### config.mk
export PLATFORM = sky130hd
export DESIGN_NAME = rpn_eval
export DESIGN_NICKNAME = d
export VERILOG_FILES = /design/src/rtl/rpn_eval_pkg.sv /design/src/rtl/rpn_eval_alu.sv /design/src/rtl/rpn_eval.sv
export SDC_FILE = /design/constraint.sdc
export NUM_CORES = 1
export LEC_CHECK = 0
export ABC_AREA = 1
export BUFFER_PORTS_ARGS = -buffer_cell sky130_fd_sc_hd__buf_4
export CAP_MARGIN = 20
export CORE_ASPECT_RATIO = 1.2
export CORE_MARGIN = 1.5
export CORE_UTILIZATION = 23
export CTS_BUF_LIST = sky130_fd_sc_hd__clkbuf_8
export CTS_CLUSTER_DIAMETER = 200
export CTS_CLUSTER_SIZE = 30
export DETAILED_ROUTE_END_ITERATION = 16
export GPL_TIMING_DRIVEN = 0
export PLACE_DENSITY_LB_ADDON = 0.1
export SETUP_SLACK_MARGIN = 0.05
export SLEW_MARGIN = 5
export SYNTH_ARGS = -nofsm -noshare
export SYNTH_HDL_FRONTEND = slang
export SYNTH_SLANG_ARGS = --single-unit
### constraint.sdc
create_clock -name clk -period 6.79 [get_ports clk]
set_clock_uncertainty 0.15 [all_clocks]
set_input_delay 1.358 -clock clk [delete_from_list [all_inputs] [get_ports clk]]
set_output_delay 1.358 -clock clk [all_outputs]
set_load 0.05 [all_outputs]
### src/rtl/rpn_eval_pkg.sv
// rpn_eval shared definitions: op-codes and controller states.
package rpn_eval_pkg;

    localparam logic [2:0] OP_PUSH = 3'd0;
    localparam logic [2:0] OP_POP  = 3'd1;
    localparam logic [2:0] OP_ADD  = 3'd2;
    localparam logic [2:0] OP_SUB  = 3'd3;
    localparam logic [2:0] OP_DUP  = 3'd4;

    typedef enum logic [2:0] {
        IDLE,
        POP_A,
        POP_B,
        CAP_B,
        PUSH1,
        PUSH2,
        RESULT,
        HALT
    } state_t;

endpackage

### src/rtl/rpn_eval_alu.sv
// rpn_eval arithmetic: y = b+a or b-a; RPN_EVAL_SAT_EN selects clamping.
module rpn_eval_alu #(
    parameter int WIDTH = 11
) (
    input  logic [WIDTH-1:0] a,
    input  logic [WIDTH-1:0] b,
    input  logic             sub,
    output logic [WIDTH-1:0] y
);

`ifdef RPN_EVAL_SAT_EN
    logic [WIDTH:0] sum;
    logic [WIDTH:0] diff;

    assign sum  = {1'b0, b} + {1'b0, a};
    assign diff = {1'b0, b} - {1'b0, a};

    // Carry clamps to all-ones, borrow clamps to zero
    always_comb begin
        if (sub)
            y = diff[WIDTH] ? '0 : diff[WIDTH-1:0];
        else
            y = sum[WIDTH] ? '1 : sum[WIDTH-1:0];
    end
`else
    always_comb begin
        y = sub ? (b - a) : (b + a);
    end
`endif

endmodule

### src/rtl/rpn_eval.sv
// RPN evaluator controlling an external stack.
// Optional saturating arithmetic via macro RPN_EVAL_SAT_EN.
module rpn_eval
    import rpn_eval_pkg::*;
#(
    parameter int WIDTH = 11,
    parameter int DEPTH = 7
) (
    input  logic             clk,
    input  logic             reset,
    input  logic             cmd_valid,
    output logic             cmd_ready,
    input  logic [2:0]       cmd_op,
    input  logic [WIDTH-1:0] cmd_data,
    output logic             res_valid,
    input  logic             res_ready,
    output logic [WIDTH-1:0] res_data,
    output logic             stk_push,
    output logic             stk_pop,
    output logic [WIDTH-1:0] stk_d,
    input  logic [WIDTH-1:0] stk_q,
    input  logic             stk_ovf,
    input  logic             stk_unf,
    output logic [DEPTH:0]   depth,
    output logic             err,
    output logic             halt
);

    localparam logic [DEPTH:0] CAP = {1'b0, {DEPTH{1'b1}}};

    state_t           state;
    state_t           state_nxt;
    logic [2:0]       op;
    logic [WIDTH-1:0] opnd_a;
    logic [WIDTH-1:0] opnd_b;
    logic [WIDTH-1:0] alu_y;
    logic             legal;
    logic             is_arith;

    assign is_arith = (op == OP_ADD) || (op == OP_SUB);

    rpn_eval_alu #(.WIDTH(WIDTH)) u_alu (
        .a   (opnd_a),
        .b   (opnd_b),
        .sub (op == OP_SUB),
        .y   (alu_y)
    );

    always_comb begin
        legal = 1'b1;
        unique case (cmd_op)
            OP_PUSH:        legal = (depth != CAP);
            OP_POP:         legal = (depth != '0);
            OP_ADD, OP_SUB: legal = (depth >= 2);
            OP_DUP:         legal = (depth != '0) && (depth != CAP);
            default:        legal = 1'b1;
        endcase
    end

    always_ff @(posedge clk) begin
        if (reset)
            state <= IDLE;
        else
            state <= state_nxt;
    end

    always_comb begin
        state_nxt = state;
        unique case (state)
            IDLE: begin
                if (cmd_valid && legal) begin
                    if (cmd_op == OP_PUSH)
                        state_nxt = PUSH1;
                    else if (cmd_op inside {OP_POP, OP_ADD, OP_SUB, OP_DUP})
                        state_nxt = POP_A;
                end
            end
            POP_A:  state_nxt = is_arith ? POP_B : CAP_B;
            POP_B:  state_nxt = CAP_B;
            CAP_B:  state_nxt = (op == OP_POP) ? RESULT : PUSH1;
            PUSH1:  state_nxt = (op == OP_DUP) ? PUSH2 : IDLE;
            PUSH2:  state_nxt = IDLE;
            RESULT: state_nxt = res_ready ? IDLE : RESULT;
            HALT:   state_nxt = HALT;
        endcase
        // A stack fault freezes the block until reset
        if (stk_ovf || stk_unf)
            state_nxt = HALT;
    end

    always_comb begin
        cmd_ready = (state == IDLE);
        stk_pop   = (state == POP_A) || (state == POP_B);
        stk_push  = (state == PUSH1) || (state == PUSH2);
        stk_d     = '0;
        if (stk_push)
            stk_d = is_arith ? alu_y : opnd_b;
        res_valid = (state == RESULT);
        halt      = (state == HALT);
    end

    always_ff @(posedge clk) begin
        if (reset) begin
            op       <= OP_PUSH;
            opnd_a   <= '0;
            opnd_b   <= '0;
            res_data <= '0;
            depth    <= '0;
            err      <= 1'b0;
        end else begin
            if (cmd_ready && cmd_valid) begin
                op     <= cmd_op;
                opnd_b <= cmd_data;
                if (!legal)
                    err <= 1'b1;
            end
            if (state == POP_B)
                opnd_a <= stk_q;
            // stk_q lags stk_pop by one cycle, so CAP_B sees the last pop
            if (state == CAP_B) begin
                opnd_b <= stk_q;
                if (op == OP_POP)
                    res_data <= stk_q;
            end
            if (stk_push)
                depth <= depth + 1'b1;
            else if (stk_pop)
                depth <= depth - 1'b1;
        end
    end

endmodule

After elaboration in Yosys (flattened, before gate mapping). Index checks and enable logic that the tools add are counted.

Register bits: 48. Output and inout port bits: 36.

$add $sub $neg: 4. Order comparisons: 1. Eq/ne operators: 18. Muxes and demuxes: 17. Bitwise logic cells: 1. Reductions and logical operators: 17.

Operators with widths (number): two-way mux 11 bit (5); one-hot mux 3 bit (8 select lines) (1); equality test 3 x 2 -> 1 bit, second input constant (6); equality test 3 bit, second input constant (6); two-way mux 3 bit (6); two-way mux 8 bit (2); adder 11 bit (1); subtractor 11 bit (1); equality test 3 x 1 -> 1 bit, second input constant (3); adder 8 x 1 -> 8 bit, second input constant (1); greater-or-equal comparator 8 x 2 -> 1 bit, second input constant (1); != test 8 x 7 -> 1 bit, second input constant (1); nonzero test 8 bit (1); subtractor 8 x 1 -> 8 bit, second input constant (1); logical NOT 3 bit (2); AND reduction 2 bit (3); logical OR 1 bit (4); != test 4 x 1 -> 1 bit, second input constant (1); one-hot mux 1 bit (4 select lines) (1); nonzero test 2 bit (2); nonzero test 4 bit (1); logical AND 1 bit (3); != test 3 x 1 -> 1 bit, second input constant (1); two-way mux 2 bit (1); 3 further kinds (3).

Depth between registers and ports, before layout. Gate-level depths: netlist of run 1.

Word-level depth: 7. Gate-level depth with buffers: 20. Depth with buffers taken out: 20.

Cells and area by module. From an unflattened synthesis of run 1, not the netlist that was laid out.

Cell total of the unflattened synthesis: 516. Area, all modules: 3306.9 µm².

Modules (own cells, without submodules): rpn_eval (instances 1, cells an instance 364, area each 2467.4 µm²); rpn_eval_alu (instances 1, cells an instance 152, area each 839.6 µm²).

Least setup slack after synthesis of run 1. Ideal clock, no wire load.

Path type: register -> output. Start point: register opnd_a[0]. End point: output port stk_d[10]. Data arrival time: 2693 ps. Data required time: 5282 ps. Setup slack: 2589 ps. Cell stages (with the launch flop): 17. Buffers on the path: 0. Path through: dfxtp_1 -> inv_1 -> ha_1 -> nand2_1 -> o31ai_1 -> xor2_1 -> inv_1 -> ha_1 -> nand2_1 -> nor2_1 -> nand2_1 -> nor2_1 -> nand3b_1 -> nand2_1 -> nand4_1 -> nand2_1 -> nor2_1.

Cells in the longest elaborated chain, start to end: 4. Elaborated cells between the ends (all ways): 5. Classes of those cells: 2 x add/sub; 3 x mux.

RTL lines: start, declared (line rpn_eval.sv:34) `logic [WIDTH-1:0] opnd_a;`; start signal, assigned (line rpn_eval.sv:118) `opnd_a <= stk_q;`; adder 11 bit or subtractor 11 bit (tied branches) (line rpn_eval_alu.sv:27) `y = sub ? (b - a) : (b + a);`; two-way mux 11 bit (*) (line rpn_eval_alu.sv:27); two-way mux 11 bit (*) (line rpn_eval.sv:97) `stk_d = is_arith ? alu_y : opnd_b;`; two-way mux 11 bit (*) (line rpn_eval.sv:96) `if (stk_push)`; end, declared (line rpn_eval.sv:20) `output logic [WIDTH-1:0] stk_d,`.

Mark *: on every way between the ends. The rest lies on a longest branch, timed or not.

Worst setup path after layout of run 1. Ends and elaborated chain as after synthesis.

==> results of run 1 <==
## path summary, 6_finish.rpt
kind,end,slack [ps],cells past startpoint
max,stk_d[10],2290,17
min,err$_SDFFE_PP0P_,330,2
max reg2reg,depth[6]$_SDFFE_PP0P_,4070,13
min reg2reg,err$_SDFFE_PP0P_,330,2
## logic make-up (layout without fill, tap and decap cells)
family	count (synthesis)	count (layout)
compound gates	113	113
xor+xnor	15	15
buf+inv	73	147
flops	48	48
simple gates	206	206
fa+ha+maj	19	19
## final cells by class
class	count	share of cell area
flip-flops and latches	48	0.242
plain buffers	15	0.0208
well taps	168	0.0529
multi-input cells	353	0.483
clock inverters	3	0.00472
clock buffers	5	0.0173
inverters	58	0.0548
repair buffers	66	0.125
## power groups by stage
stage	Sequential (W)	Clock [W]	Combinational (W)
finish	0.000336	0.000179	0.000450
global route	0.000341	0.000195	0.000505
CTS	0.000337	0.000188	0.000454
detailed placement	0.000343	0	0.000453
global placement	0.000343	0	0.000450
floorplan	0.000372	0	0.000302
## per-layer routing
| metal | global-route usage | part of all wire | wire, um | vias up |
|---|---|---|---|---|
| met4 | 0.0442 | 0.015 | 153 | 0 |
| met1 | 0.172 | 0.44 | 4420 | 1468 |
| met5 | 0 | 0 | 0 | - |
| met2 | 0.252 | 0.51 | 5130 | 55 |
| li1 | - | - | - | 1703 |
| met3 | 0.0242 | 0.038 | 383 | 9 |
## tightest hold or removal path, stage by stage (launching register included)
cell and delay [ps]:
dfxtp_1 340, nor2_1 50, nor2_1 70
## Yosys cell counts
library cell / count / area (um^2)
a211oi_1: 3 / 22.5
a21o_1: 2 / 15.0
a21oi_1: 33 / 165
a31oi_1: 13 / 81.3
a41oi_1: 1 / 8.76
buf_1: 1 / 3.75
buf_2: 4 / 20.0
buf_4: 1 / 7.51
buf_6: 2 / 22.5
clkbuf_1: 5 / 18.8
clkbuf_2: 2 / 10.0
dfxtp_1: 48 / 961
fa_1: 2 / 40.0
ha_1: 17 / 213
inv_1: 51 / 191
inv_2: 7 / 26.3
nand2_1: 81 / 304
nand2_2: 4 / 25.0
nand2_4: 1 / 11.3
nand3_1: 26 / 130
nand3_2: 3 / 30.0
nand3b_1: 1 / 7.51
nand4_1: 4 / 25.0
nand4_2: 1 / 12.5
nor2_1: 70 / 263
nor2_4: 4 / 45.0
nor3_1: 8 / 40.0
o211ai_1: 1 / 7.51
o211ai_2: 1 / 12.5
o21ai_0: 28 / 140
o21ai_1: 26 / 130
o21ai_2: 1 / 8.76
o21bai_1: 3 / 22.5
o31ai_1: 1 / 7.51
or2_1: 1 / 6.26
or2_2: 2 / 12.5
xnor2_1: 3 / 26.3
xor2_1: 12 / 105
## flip-flops by register name, summed over array words and instances, names as in the netlist
| signal | cells |
|---|---|
| err | 1 |
| opnd_b | 11 |
| op | 3 |
| state | 3 |
| res_data | 11 |
| opnd_a | 11 |
| depth | 8 |
## per-stage QoR
step	setup slack (ps)	area, um^2	total power (W)	util
floorplan	2590	3180	0.000673	-
global placement	2560	3880	0.000793	0.291
detailed placement	2560	3880	0.000796	0.291
CTS	2200	3970	0.000979	0.298
global route	1970	3970	0.00104	0.298
finish	2290	3970	0.000965	0.298
==> impl_table.tex, run 1 <==
\begin{tabular}{lr}
\hline
Metric & Value \\
\hline
\multicolumn{2}{l}{\textbf{Worst setup path}} \\
\quad Endpoint kind of the worst setup timing path & output port \\
\quad CP top delay family & simple AND/OR/NAND/NOR gates \\
\quad Crit path arrival time & 3000 ps \\
\quad Total buffers and inverters traversed by the critical path & 3 \\
\quad Category of the critical setup timing path & reg -> out \\
\quad Biggest cell delay along the critical path & 360 ps \\
\quad Sequence of cells on the critical path & inv\_1, ha\_1, nand2\_1, o31ai\_1, xor2\_1, inv\_1, ha\_1, nand2\_1, nor2\_1, nand2\_1, nor2\_1, nand3b\_1, nand2\_1, nand4\_1, nand2\_1, nor2\_1, buf\_4 \\
\quad Launching element of the worst setup path & opnd\_a[0]\$\_SDFFE\_PP0P\_ \\
\quad Kind of start point of the critical path & flip-flop \\
\quad Startpoint of the lowest-slack register-to-register path & state[2]\$\_SDFFE\_PP0P\_ \\
\quad Slowest library cell on the worst path & dfxtp\_1 \\
\quad Worst EP required & 5280 ps \\
\quad Largest fanout on the critical path & 5 \\
\quad Cell seen most often among critical-path stages & nand2\_1 \\
\multicolumn{2}{l}{\textbf{Finish}} \\
\quad Most frequent standard cell in the layout excluding fill and tap cells & nand2\_1 \\
\quad Proportion of layout cells with a drive suffix above 1 & 0.195 \\
\quad Antenna diodes & 0 \\
\quad Reg area & 961 um\^{}2 \\
\quad Area of the multi-input gates & between 0.0015 and 0.002 mm\^{}2 \\
\quad Leading cell types in the layout, fill and taps excluded & nand2\_1, nor2\_1, buf\_4 \\
\quad Final std cells w/o fill & just over 700 \\
\quad Fill cell count & approximately 1.6k \\
\quad Number of nets at the end of the flow & 597 \\
\quad Layout overhead on the synthesized area & 25.0\% \\
\multicolumn{2}{l}{\textbf{Detailed routing}} \\
\quad Detail-routed net length per standard cell & about 14 um \\
\quad Number of iterations in the first detailed-routing pass & 4 \\
\quad Routed via count & roughly 3.2k \\
\quad Routed wire length & 10.1 mm \\
\quad Count of antenna-violating nets left after detailed routing & 0 \\
\quad Initial DRC Count & 126 \\
\quad Average vias per placed instance & 4.52 \\
\quad DR DRC count & 0 \\
\multicolumn{2}{l}{\textbf{Yosys}} \\
\quad Yosys Warn Count & 0 \\
\quad Xor and xnor fraction of the mapped netlist area & 0.0413 \\
\quad Number of instances in the synthesized netlist & approximately 470 \\
\quad Sequential-to-total area share from yosys stat & 0.302 \\
\quad Synth Net Count & 524 \\
\quad Simple-gate share of the synthesized area & 0.287 \\
\quad Mux share of post-synthesis cell area & 0 \\
\quad Share of the synthesized area in compound gates (AO/OA/AOI/OAI) & 0.196 \\
\quad Combinational family with the most area after synthesis & simple AND/OR/NAND/NOR gates \\
\quad Count of different cell masters after synthesis & 38 \\
\quad Synth Register Bits & 48 \\
\quad Syn avg cell area & 6.71 um\^{}2 \\
\quad Netlist area before placement & approximately 0.0032 mm\^{}2 \\
\quad Adder-Cell Fraction of Synth Area & 0.0795 \\
\multicolumn{2}{l}{\textbf{Hold path}} \\
\quad Worst Hold Launch & err\$\_SDFFE\_PP0P\_ \\
\quad Hold Path Class & reg -> reg \\
\multicolumn{2}{l}{\textbf{Clock tree}} \\
\quad Clock Sink Count & 48 \\
\quad Post-cts sizing count & 0 \\
\quad CTS tree & yes \\
\quad Clock slew seen by the registers of the worst setup and hold paths & 90 ps \\
\quad Post-cts hold buffer count & 0 \\
\quad H-tree level count & 2 \\
\quad Worst-Skew Late Latency & 320 ps \\
\quad Clk root buf & clkbuf\_8 \\
\quad Total CTS buffers & 5 \\
\quad Deepest clock path buffer count & 2 \\
\quad Setup repair bufs after CTS & 0 \\
\multicolumn{2}{l}{\textbf{Status}} \\
\quad Run status & finished clean \\
\multicolumn{2}{l}{\textbf{Global route}} \\
\quad Global route overflow & 0 \\
\quad GRT Overall Usage & 0.142 \\
\quad First-pass GRT wire length & 16.1 mm \\
\quad Number of antenna violations at the first check in global routing & 0 \\
\quad Via count of the first global-routing pass & 3,208 \\
\quad Largest net degree at the start of global routing & 16 \\
\multicolumn{2}{l}{\textbf{Die}} \\
\quad Y dimension of the die & $\sim$130 um \\
\quad Width of the chip & $\sim$110 um \\
\quad Std cell rows & 46 \\
\quad Core outline area & around 0.013 mm\^{}2 \\
\quad Initial core utilization & 0.238 \\
\quad Die ar. & between 0.01 and 0.015 mm\^{}2 \\
\quad Num ports & 67 \\
\multicolumn{2}{l}{\textbf{Pwr}} \\
\quad Power Internal & 0.000542 W \\
\quad Combinational share of power & 0.466 \\
\quad Net Sw Frac & 0.438 \\
\quad Cell Pwr Density & 243 mW/mm\^{}2 \\
\quad Worst IR drop on VDD & about 120 uV \\
\quad Net load switching power & about 0.00042 W \\
\quad Leakage power & 1.87 nW \\
\quad Seq pwr share & 0.348 \\
\quad Part of the power in the clock network & 0.186 \\
\multicolumn{2}{l}{\textbf{Placement}} \\
\quad Detailed-placement wirelength estimate & between 8 and 9 mm \\
\quad Cell Count Post-Placement & around 700 \\
\quad Placer's final routability congestion estimate & 0.796 \\
\quad Number of buffer cells added on primary ports & 66 \\
\multicolumn{2}{l}{\textbf{Timing}} \\
\quad Fin crit period & around 4500 ps \\
\quad Final period utilization & 0.663 \\
\quad Unrepaired setup endpoints after global routing & no \\
\quad Slew @ Worst Pin & $\sim$560 ps \\
\quad Relative max-transition margin & 0.627 \\
\quad Final hold slack & about 330 ps \\
\quad Fmax & 222 MHz \\
\quad Number of hold violations in the final report & 0 \\
\quad Slew Limit Fails & 0 \\
\quad Number of failing setup endpoints in the final timing report & 0 \\
\quad Setup TNS & 0 ps \\
\multicolumn{2}{l}{\textbf{Job}} \\
\quad Number of max-cap violations & 0 \\
\hline
\end{tabular}
(Power assumes the default switching activity.)
==> inputs of run 2 (changes only) <==
- clock period: 6.79 -> 3.6 ns (I/O delays scaled with it)
==> run 2 against run 1 <==
  * The run now ends with setup timing left
  * Final cell count up 2.5%
  * Via count up 3.2%
  * Final area up 12%
  * Clock-buffer cell count is the same
  * Sequential power grew 90%
  * Hold slack improved by 0.54 ps
  * Register-to-register slack got worse by 3200 ps
  * Die area is the same
  * Combinational power increased by 140%
  * Wire length rose by 4.9%
  * Sequential share of layout area is 2.4 points lower
  * Highest routed layer unchanged
==> impl_table.tex, run 2 (synthesis results as in run 1) <==
\begin{tabular}{lr}
\hline
Metric & Value \\
\hline
\multicolumn{2}{l}{\textbf{Die}} \\
\quad Initial core utilization & 0.238 (unchanged) \\
\quad Die ar. & 0.0145 mm\^{}2 (unchanged) \\
\quad Width of the chip & 110 um (unchanged) \\
\quad Std cell rows & 46 (unchanged) \\
\quad Core outline area & 0.0134 mm\^{}2 (unchanged) \\
\quad Y dimension of the die & 132 um (unchanged) \\
\quad Num ports & 67 (unchanged) \\
\multicolumn{2}{l}{\textbf{Detailed routing}} \\
\quad DR DRC count & 0 (unchanged) \\
\quad Routed via count & 3,339 (+3.2\%) \\
\quad Number of iterations in the first detailed-routing pass & 4 (unchanged) \\
\quad Average vias per placed instance & 4.55 (+0.68\%) \\
\quad Routed wire length & 10.6 mm (+4.9\%) \\
\quad Detail-routed net length per standard cell & 14.4 um (+2.3\%) \\
\quad Initial DRC Count & 142 (+13\%) \\
\quad Count of antenna-violating nets left after detailed routing & 0 (unchanged) \\
\multicolumn{2}{l}{\textbf{Global route}} \\
\quad Number of antenna violations at the first check in global routing & 0 (unchanged) \\
\quad Via count of the first global-routing pass & 3,331 (+3.8\%) \\
\quad Global route overflow & 0 (unchanged) \\
\quad GRT Overall Usage & 0.148 (+0.00539) \\
\quad First-pass GRT wire length & 16.8 mm (+4.1\%) \\
\quad Largest net degree at the start of global routing & 17 (+1) \\
\multicolumn{2}{l}{\textbf{Clock tree}} \\
\quad Deepest clock path buffer count & 2 (unchanged) \\
\quad Clk root buf & clkbuf\_8 \\
\quad Clock slew seen by the registers of the worst setup and hold paths & 100 ps (about the same) \\
\quad H-tree level count & 2 (unchanged) \\
\quad Total CTS buffers & 5 (unchanged) \\
\quad Post-cts hold buffer count & 0 (unchanged) \\
\quad CTS tree & yes \\
\quad Clock Sink Count & 48 (unchanged) \\
\quad Worst-Skew Late Latency & 310 ps (about the same) \\
\multicolumn{2}{l}{\textbf{Worst setup path}} \\
\quad Category of the critical setup timing path & reg -> out \\
\quad Launching element of the worst setup path & opnd\_a[1]\$\_SDFFE\_PP0P\_ \\
\quad Worst EP required & 2730 ps (-2550 ps) \\
\quad Crit path arrival time & 2770 ps (-230 ps) \\
\quad Largest fanout on the critical path & 4 (-1) \\
\quad Endpoint kind of the worst setup timing path & output port \\
\quad Kind of start point of the critical path & flip-flop \\
\quad Startpoint of the lowest-slack register-to-register path & state[2]\$\_SDFFE\_PP0P\_ \\
\multicolumn{2}{l}{\textbf{Placement}} \\
\quad Number of buffer cells added on primary ports & 66 (unchanged) \\
\quad Detailed-placement wirelength estimate & 8.30 mm (+0.25\%) \\
\quad Placer's final routability congestion estimate & 0.807 (+1.4\%) \\
\multicolumn{2}{l}{\textbf{Job}} \\
\quad Number of max-cap violations & 0 (unchanged) \\
\multicolumn{2}{l}{\textbf{Timing}} \\
\quad Final worst slack & -39.8 ps (-2330 ps) \\
\quad Fmax & 275 MHz \\
\quad Number of hold violations in the final report & 0 (unchanged) \\
\quad Final hold slack & 333 ps (+0.538 ps) \\
\quad Slew Limit Fails & 0 (unchanged) \\
\quad Fin crit period & 3640 ps \\
\quad Setup TNS & -39.8 ps (-39.8 ps) \\
\quad Final period utilization & 1.01 \\
\quad Slew @ Worst Pin & 522 ps (-38.1 ps) \\
\quad Number of failing setup endpoints in the final timing report & 1 (+1) \\
\quad Relative max-transition margin & 0.652 (+0.0254) \\
\quad Unrepaired setup endpoints after global routing & yes \\
\multicolumn{2}{l}{\textbf{Pwr}} \\
\quad Combinational share of power & 0.506 (+0.040) \\
\quad Power Internal & 0.00123 W (+130\%) \\
\quad Cell Pwr Density & 481 mW/mm\^{}2 (+98\%) \\
\quad Net Sw Frac & 0.425 (-0.0131) \\
\quad Leakage power & 2.04 nW (+8.9\%) \\
\quad Part of the power in the clock network & 0.195 (+0.009) \\
\quad Worst IR drop on VDD & 189 uV (+64\%) \\
\quad Net load switching power & 0.000910 W (+120\%) \\
\quad Seq pwr share & 0.299 (-0.049) \\
\multicolumn{2}{l}{\textbf{Finish}} \\
\quad Number of nets at the end of the flow & 615 (+3.0\%) \\
\quad Leading cell types in the layout, fill and taps excluded & nand2\_1, buf\_4, nor2\_1 \\
\quad Layout overhead on the synthesized area & 39.9\% \\
\quad Proportion of layout cells with a drive suffix above 1 & 0.306 (+0.110) \\
\quad Largest registers & opnd\_a: 11 flops, opnd\_b: 11 flops, res\_data: 11 flops \\
\quad Antenna diodes & 0 (unchanged) \\
\multicolumn{2}{l}{\textbf{Hold path}} \\
\quad Hold Path Class & reg -> reg \\
\quad Worst Hold Launch & err\$\_SDFFE\_PP0P\_ \\
\multicolumn{2}{l}{\textbf{Status}} \\
\quad Run status & finished with violations \\
\quad Failing checks & setup timing \\
\hline
\end{tabular}
## run 2: cell count changes in the layout (fill, tap and decap cells not counted), sizes merged
| cell | previous run | this run |
|---|---|---|
| clkinv | 3 | 0 |
| clkinvlp | 0 | 1 |
| bufinv | 0 | 1 |
| inv | 58 | 59 |
| buf | 74 | 92 |
## run 2: metal layers
layer,share of wire,GRT usage,vias to the layer above
li1,-,-,1745
met1,0.43,0.184,1521
met2,0.51,0.259,64
met3,0.044,0.0267,9
met4,0.012,0.0363,0
met5,0,0,-
## run 2: final timing paths
| kind | to | slack [ps] | cells past startpoint |
|---|---|---|---|
| hold reg to reg | err$_SDFFE_PP0P_ | 330 | 2 |
| hold / removal | err$_SDFFE_PP0P_ | 330 | 2 |
| setup / recovery | stk_d[10] | -40 | 17 |
| setup reg to reg | depth[6]$_SDFFE_PP0P_ | 840 | 13 |
## run 2: final cells by class
cell class	instances	area, um^2
Timing Repair Buffer	84	684
Clock buffer	5	68.8
Multi-Input combinational cell	353	2170
Sequential cell	48	971
Inverter	58	220
Tap cell	168	210
Buffer	15	82.6
Clock inverter	3	46.3
Fill cell	1502	8900
## run 2: stage by stage
| step | util | setup WS (ps) | cells | area, um^2 | power, W |
|---|---|---|---|---|---|
| final | 0.333 | -39.8 | 734 | 4450 | 0.00214 |
| after global routing | 0.333 | -220 | 734 | 4450 | 0.00230 |
| after CTS | 0.315 | -65.7 | 724 | 4210 | 0.00202 |
| after detailed placement | 0.291 | 43.4 | 708 | 3890 | 0.00150 |
| after global placement | 0.291 | 27.1 | 708 | 3890 | 0.00149 |
| after floorplan | - | 180 | 474 | 3180 | 0.00127 |
## run 2: power groups by stage
stage,sequential [W],clock (W),combinational [W]
after global routing,0.000647,0.000455,0.00119
after global placement,0.000645,0,0.000849
after detailed placement,0.000646,0,0.000857
after CTS,0.000638,0.000435,0.000951
after floorplan,0.000701,0,0.000569
final,0.000639,0.000418,0.00108
## run 2: critical path: stages (launching register included)
cell      delay, ps
dfxtp_2         350
inv_2            90
ha_4            160
nand2_4          70
o21ai_2         170
xor2_1          150
inv_1           100
ha_4            290
nand2_1          80
nor2_2          140
nand2_1          80
nor2_2          110
nand3b_1        130
nand2_1          80
nand4_1          80
nand2_1          60
nor2_2          140
buf_6           170
## run 2: timing repair
| item | 4_1_cts | 5_1_grt |
|---|---|---|
| setup endpoints to repair | 7 | 7 |
| pin swaps | 13 | 28 |
| setup buffers | 8 | 10 |
| gates resized for setup | 32 | 47 |
==> inputs of run 3 (changes only) <==
- CORE_UTILIZATION: 23 -> 28
- SETUP_SLACK_MARGIN: 0.05 -> 0.15
- SLEW_MARGIN: 5 -> 20
==> run 3 against run 2 <==
  * The run still ends with setup timing left
  * Die area down 17%
  * Critical path depth did not move
  * Global-route usage increased by 2.6 points
  * Power fell by 3.4%
  * Maximum frequency fell by 0.24%
==> impl_table.tex, run 3 (synthesis results as in run 1) <==
\begin{tabular}{lr}
\hline
Metric & Value \\
\hline
\multicolumn{2}{l}{\textbf{Finish}} \\
\quad Layout overhead on the synthesized area & 39.6\% \\
\quad Proportion of layout cells with a drive suffix above 1 & 0.321 (+0.0154) \\
\quad Antenna diodes & 0 (unchanged) \\
\quad Most frequent standard cell in the layout excluding fill and tap cells & buf\_4 \\
\quad Leading cell types in the layout, fill and taps excluded & buf\_4, nand2\_1, nor2\_1 \\
\quad Final std cells w/o fill & 702 (-4.4\%) \\
\quad Layout Cell Area excl Fill & 0.00444 mm\^{}2 (-0.28\%) \\
\quad Largest registers & opnd\_a: 11 flops, opnd\_b: 11 flops, res\_data: 11 flops \\
\quad Number of nets at the end of the flow & 619 (+0.65\%) \\
\multicolumn{2}{l}{\textbf{Clock tree}} \\
\quad H-tree level count & 2 (unchanged) \\
\quad Clock slew seen by the registers of the worst setup and hold paths & 90 ps (about the same) \\
\quad Deepest clock path buffer count & 2 (unchanged) \\
\quad CTS tree & yes \\
\quad Worst-Skew Late Latency & 300 ps (about the same) \\
\quad Clock Sink Count & 48 (unchanged) \\
\quad Clk root buf & clkbuf\_8 \\
\quad Total CTS buffers & 5 (unchanged) \\
\multicolumn{2}{l}{\textbf{Placement}} \\
\quad Placer's final routability congestion estimate & 0.815 (+0.94\%) \\
\quad Placed Instance Area & 0.00384 mm\^{}2 (-1.2\%) \\
\quad Cell Count Post-Placement & 672 (-5.1\%) \\
\quad Detailed-placement wirelength estimate & 7.73 mm (-6.9\%) \\
\quad Number of buffer cells added on primary ports & 66 (unchanged) \\
\multicolumn{2}{l}{\textbf{Worst setup path}} \\
\quad Reg-to-reg setup timing slack & 890 ps (+50 ps) \\
\quad Slowest library cell on the worst path & dfxtp\_4 \\
\quad Cell depth of the worst flop-to-flop path & 13 (unchanged) \\
\quad Largest fanout on the critical path & 4 (unchanged) \\
\quad CP top delay family & simple AND/OR/NAND/NOR gates \\
\quad End of the worst register-to-register path & depth[6]\$\_SDFFE\_PP0P\_ \\
\quad Endpoint kind of the worst setup timing path & output port \\
\quad Category of the critical setup timing path & reg -> out \\
\quad Worst EP required & 2730 ps (about the same) \\
\quad Cell seen most often among critical-path stages & nand2\_1 \\
\quad Biggest cell delay along the critical path & 360 ps (about the same) \\
\quad Crit path arrival time & 2780 ps (about the same) \\
\quad Sequence of cells on the critical path & inv\_2, ha\_4, nand2\_4, o31ai\_4, xor2\_1, inv\_1, ha\_4, nand2\_1, nor2\_2, nand2\_1, nor2\_2, nand3b\_1, nand2\_1, nand4\_1, nand2\_1, nor2\_2, buf\_6 \\
\quad Kind of start point of the critical path & flip-flop \\
\quad Startpoint of the lowest-slack register-to-register path & state[2]\$\_SDFFE\_PP0P\_ \\
\quad Total buffers and inverters traversed by the critical path & 3 (unchanged) \\
\multicolumn{2}{l}{\textbf{Timing}} \\
\quad Setup TNS & -48.5 ps (-8.68 ps) \\
\quad Number of hold violations in the final report & 0 (unchanged) \\
\quad Slew @ Worst Pin & 534 ps (+12.6 ps) \\
\quad Final worst slack & -48.5 ps (-8.68 ps) \\
\quad Number of failing setup endpoints in the final timing report & 1 (unchanged) \\
\quad Relative max-transition margin & 0.644 (-0.00843) \\
\quad Final period utilization & 1.01 (+0.00241) \\
\quad Slew Limit Fails & 0 (unchanged) \\
\quad Fmax & 274 MHz (-0.24\%) \\
\quad Fin crit period & 3650 ps (+8.68 ps) \\
\quad Final hold slack & 337 ps (+3.08 ps) \\
\quad Unrepaired setup endpoints after global routing & yes \\
\multicolumn{2}{l}{\textbf{Global route}} \\
\quad Number of antenna violations at the first check in global routing & 0 (unchanged) \\
\quad GRT Overall Usage & 0.174 (+0.0259) \\
\quad Global route overflow & 0 (unchanged) \\
\quad Largest net degree at the start of global routing & 14 (-3) \\
\quad First-pass GRT wire length & 16.4 mm (-2.3\%) \\
\quad Via count of the first global-routing pass & 3,361 (+0.90\%) \\
\multicolumn{2}{l}{\textbf{Job}} \\
\quad Number of max-cap violations & 0 (unchanged) \\
\multicolumn{2}{l}{\textbf{Die}} \\
\quad Num ports & 67 (unchanged) \\
\quad Die ar. & 0.0120 mm\^{}2 (-17\%) \\
\quad Initial core utilization & 0.288 (+0.0500) \\
\quad Width of the chip & 100 um (-9.1\%) \\
\quad Core outline area & 0.0110 mm\^{}2 (-17\%) \\
\quad Y dimension of the die & 120 um (-9.2\%) \\
\quad Std cell rows & 42 (-8.7\%) \\
\multicolumn{2}{l}{\textbf{Detailed routing}} \\
\quad Number of iterations in the first detailed-routing pass & 4 (unchanged) \\
\quad Average vias per placed instance & 4.74 (+4.1\%) \\
\quad DR DRC count & 0 (unchanged) \\
\quad Count of antenna-violating nets left after detailed routing & 0 (unchanged) \\
\quad Detail-routed net length per standard cell & 14.2 um (-1.5\%) \\
\quad Initial DRC Count & 134 (-5.6\%) \\
\quad Routed wire length & 9.96 mm (-5.8\%) \\
\quad Routed via count & 3,325 (-0.42\%) \\
\multicolumn{2}{l}{\textbf{Status}} \\
\quad Run status & finished with violations \\
\quad Failing checks & setup timing \\
\multicolumn{2}{l}{\textbf{Hold path}} \\
\quad Hold Path Class & reg -> reg \\
\quad Endpoint with the worst hold slack & opnd\_a[10]\$\_SDFFE\_PP0P\_ \\
\quad Number of cells on the worst hold path & 2 (unchanged) \\
\quad Worst Hold Launch & opnd\_a[10]\$\_SDFFE\_PP0P\_ \\
\multicolumn{2}{l}{\textbf{Pwr}} \\
\quad Worst IR drop on VDD & 244 uV (+29\%) \\
\quad Cell Pwr Density & 466 mW/mm\^{}2 (-3.2\%) \\
\quad Leakage power & 2.07 nW (+1.3\%) \\
\hline
\end{tabular}
-- run 3: cell types whose count changed in the layout (fill, tap and decap cells not counted), sizes merged --
cell	change
inv	+1
bufinv	-1
clkbuf	+1
buf	+4
clkinvlp	-1
-- run 3: worst max-delay path by stage --
stage,from,to,slack [ps],depth (start not counted)
3_5_place_dp,opnd_a[0]$_SDFFE_PP0P_,stk_d[10],20,17
5_1_grt,opnd_a[2]$_SDFFE_PP0P_,stk_d[10],-270,18
6_report,opnd_a[1]$_SDFFE_PP0P_,stk_d[10],-50,17
3_3_place_gp,opnd_a[0]$_SDFFE_PP0P_,stk_d[10],40,17
2_1_floorplan,op[1]$_SDFFE_PP0P_,stk_d[1],180,6
4_1_cts,opnd_a[2]$_SDFFE_PP0P_,stk_d[10],-90,16
-- run 3: what timing repair did --
| action | 4_1_cts | 5_1_grt |
|---|---|---|
| pin swaps | 30 | 26 |
| endpoints found under the setup margin | 8 | 7 |
| buffers inserted | 12 | 10 |
| resized for setup | 41 | 47 |
| hold buffers | 0 | 0 |
-- run 3: metal layers --
| metal | global-route usage | vias to the layer above | share of wire |
|---|---|---|---|
| met5 | 0 | - | 0 |
| met4 | 0.0431 | 0 | 0.013 |
| met3 | 0.0250 | 8 | 0.033 |
| met2 | 0.320 | 60 | 0.52 |
| met1 | 0.209 | 1509 | 0.43 |
| li1 | - | 1748 | - |
-- run 3: power breakdown --
part / switching [W] / total (W) / internal [W]
clock network: 0.000188 / 0.000340 / 0.000152
registers: 0.0000575 / 0.000637 / 0.000580
logic: 0.000643 / 0.00109 / 0.000447
total: 0.000888 / 0.00207 / 0.00118
-- run 3: final cells by class --
cell class                      instances  area [um^2]
Fill cell                            1185         6600
Multi-Input combinational cell        353         2210
Sequential cell                        48          973
Timing Repair Buffer                   88          694
Inverter                               58          225
Tap cell                              132          165
Clock buffer                            6         82.6
Buffer                                 15         82.6
Clock inverter                          2         7.51
-- run 3: through the flow --
| stage | worst slack, ps | utilization | power [W] |
|---|---|---|---|
| after global routing | -271 | 0.402 | 0.00223 |
| after detailed placement | 21.7 | 0.348 | 0.00149 |
| after global placement | 36.6 | 0.348 | 0.00148 |
| after floorplan | 180 | - | 0.00127 |
| final | -48.5 | 0.402 | 0.00207 |
| after CTS | -92.8 | 0.378 | 0.00195 |
-- run 3: worst register-to-register path, cell delays in order, from the launching register on --
cell,delay [ps]
dfxtp_1,420
inv_2,120
nor2_4,380
inv_2,260
ha_1,410
nand2_1,60
o21ai_0,260
nand2_1,90
nand2_1,80
nand2_1,70
nand3_1,70
nand2_1,50
o21ai_0,140
inv_1,50
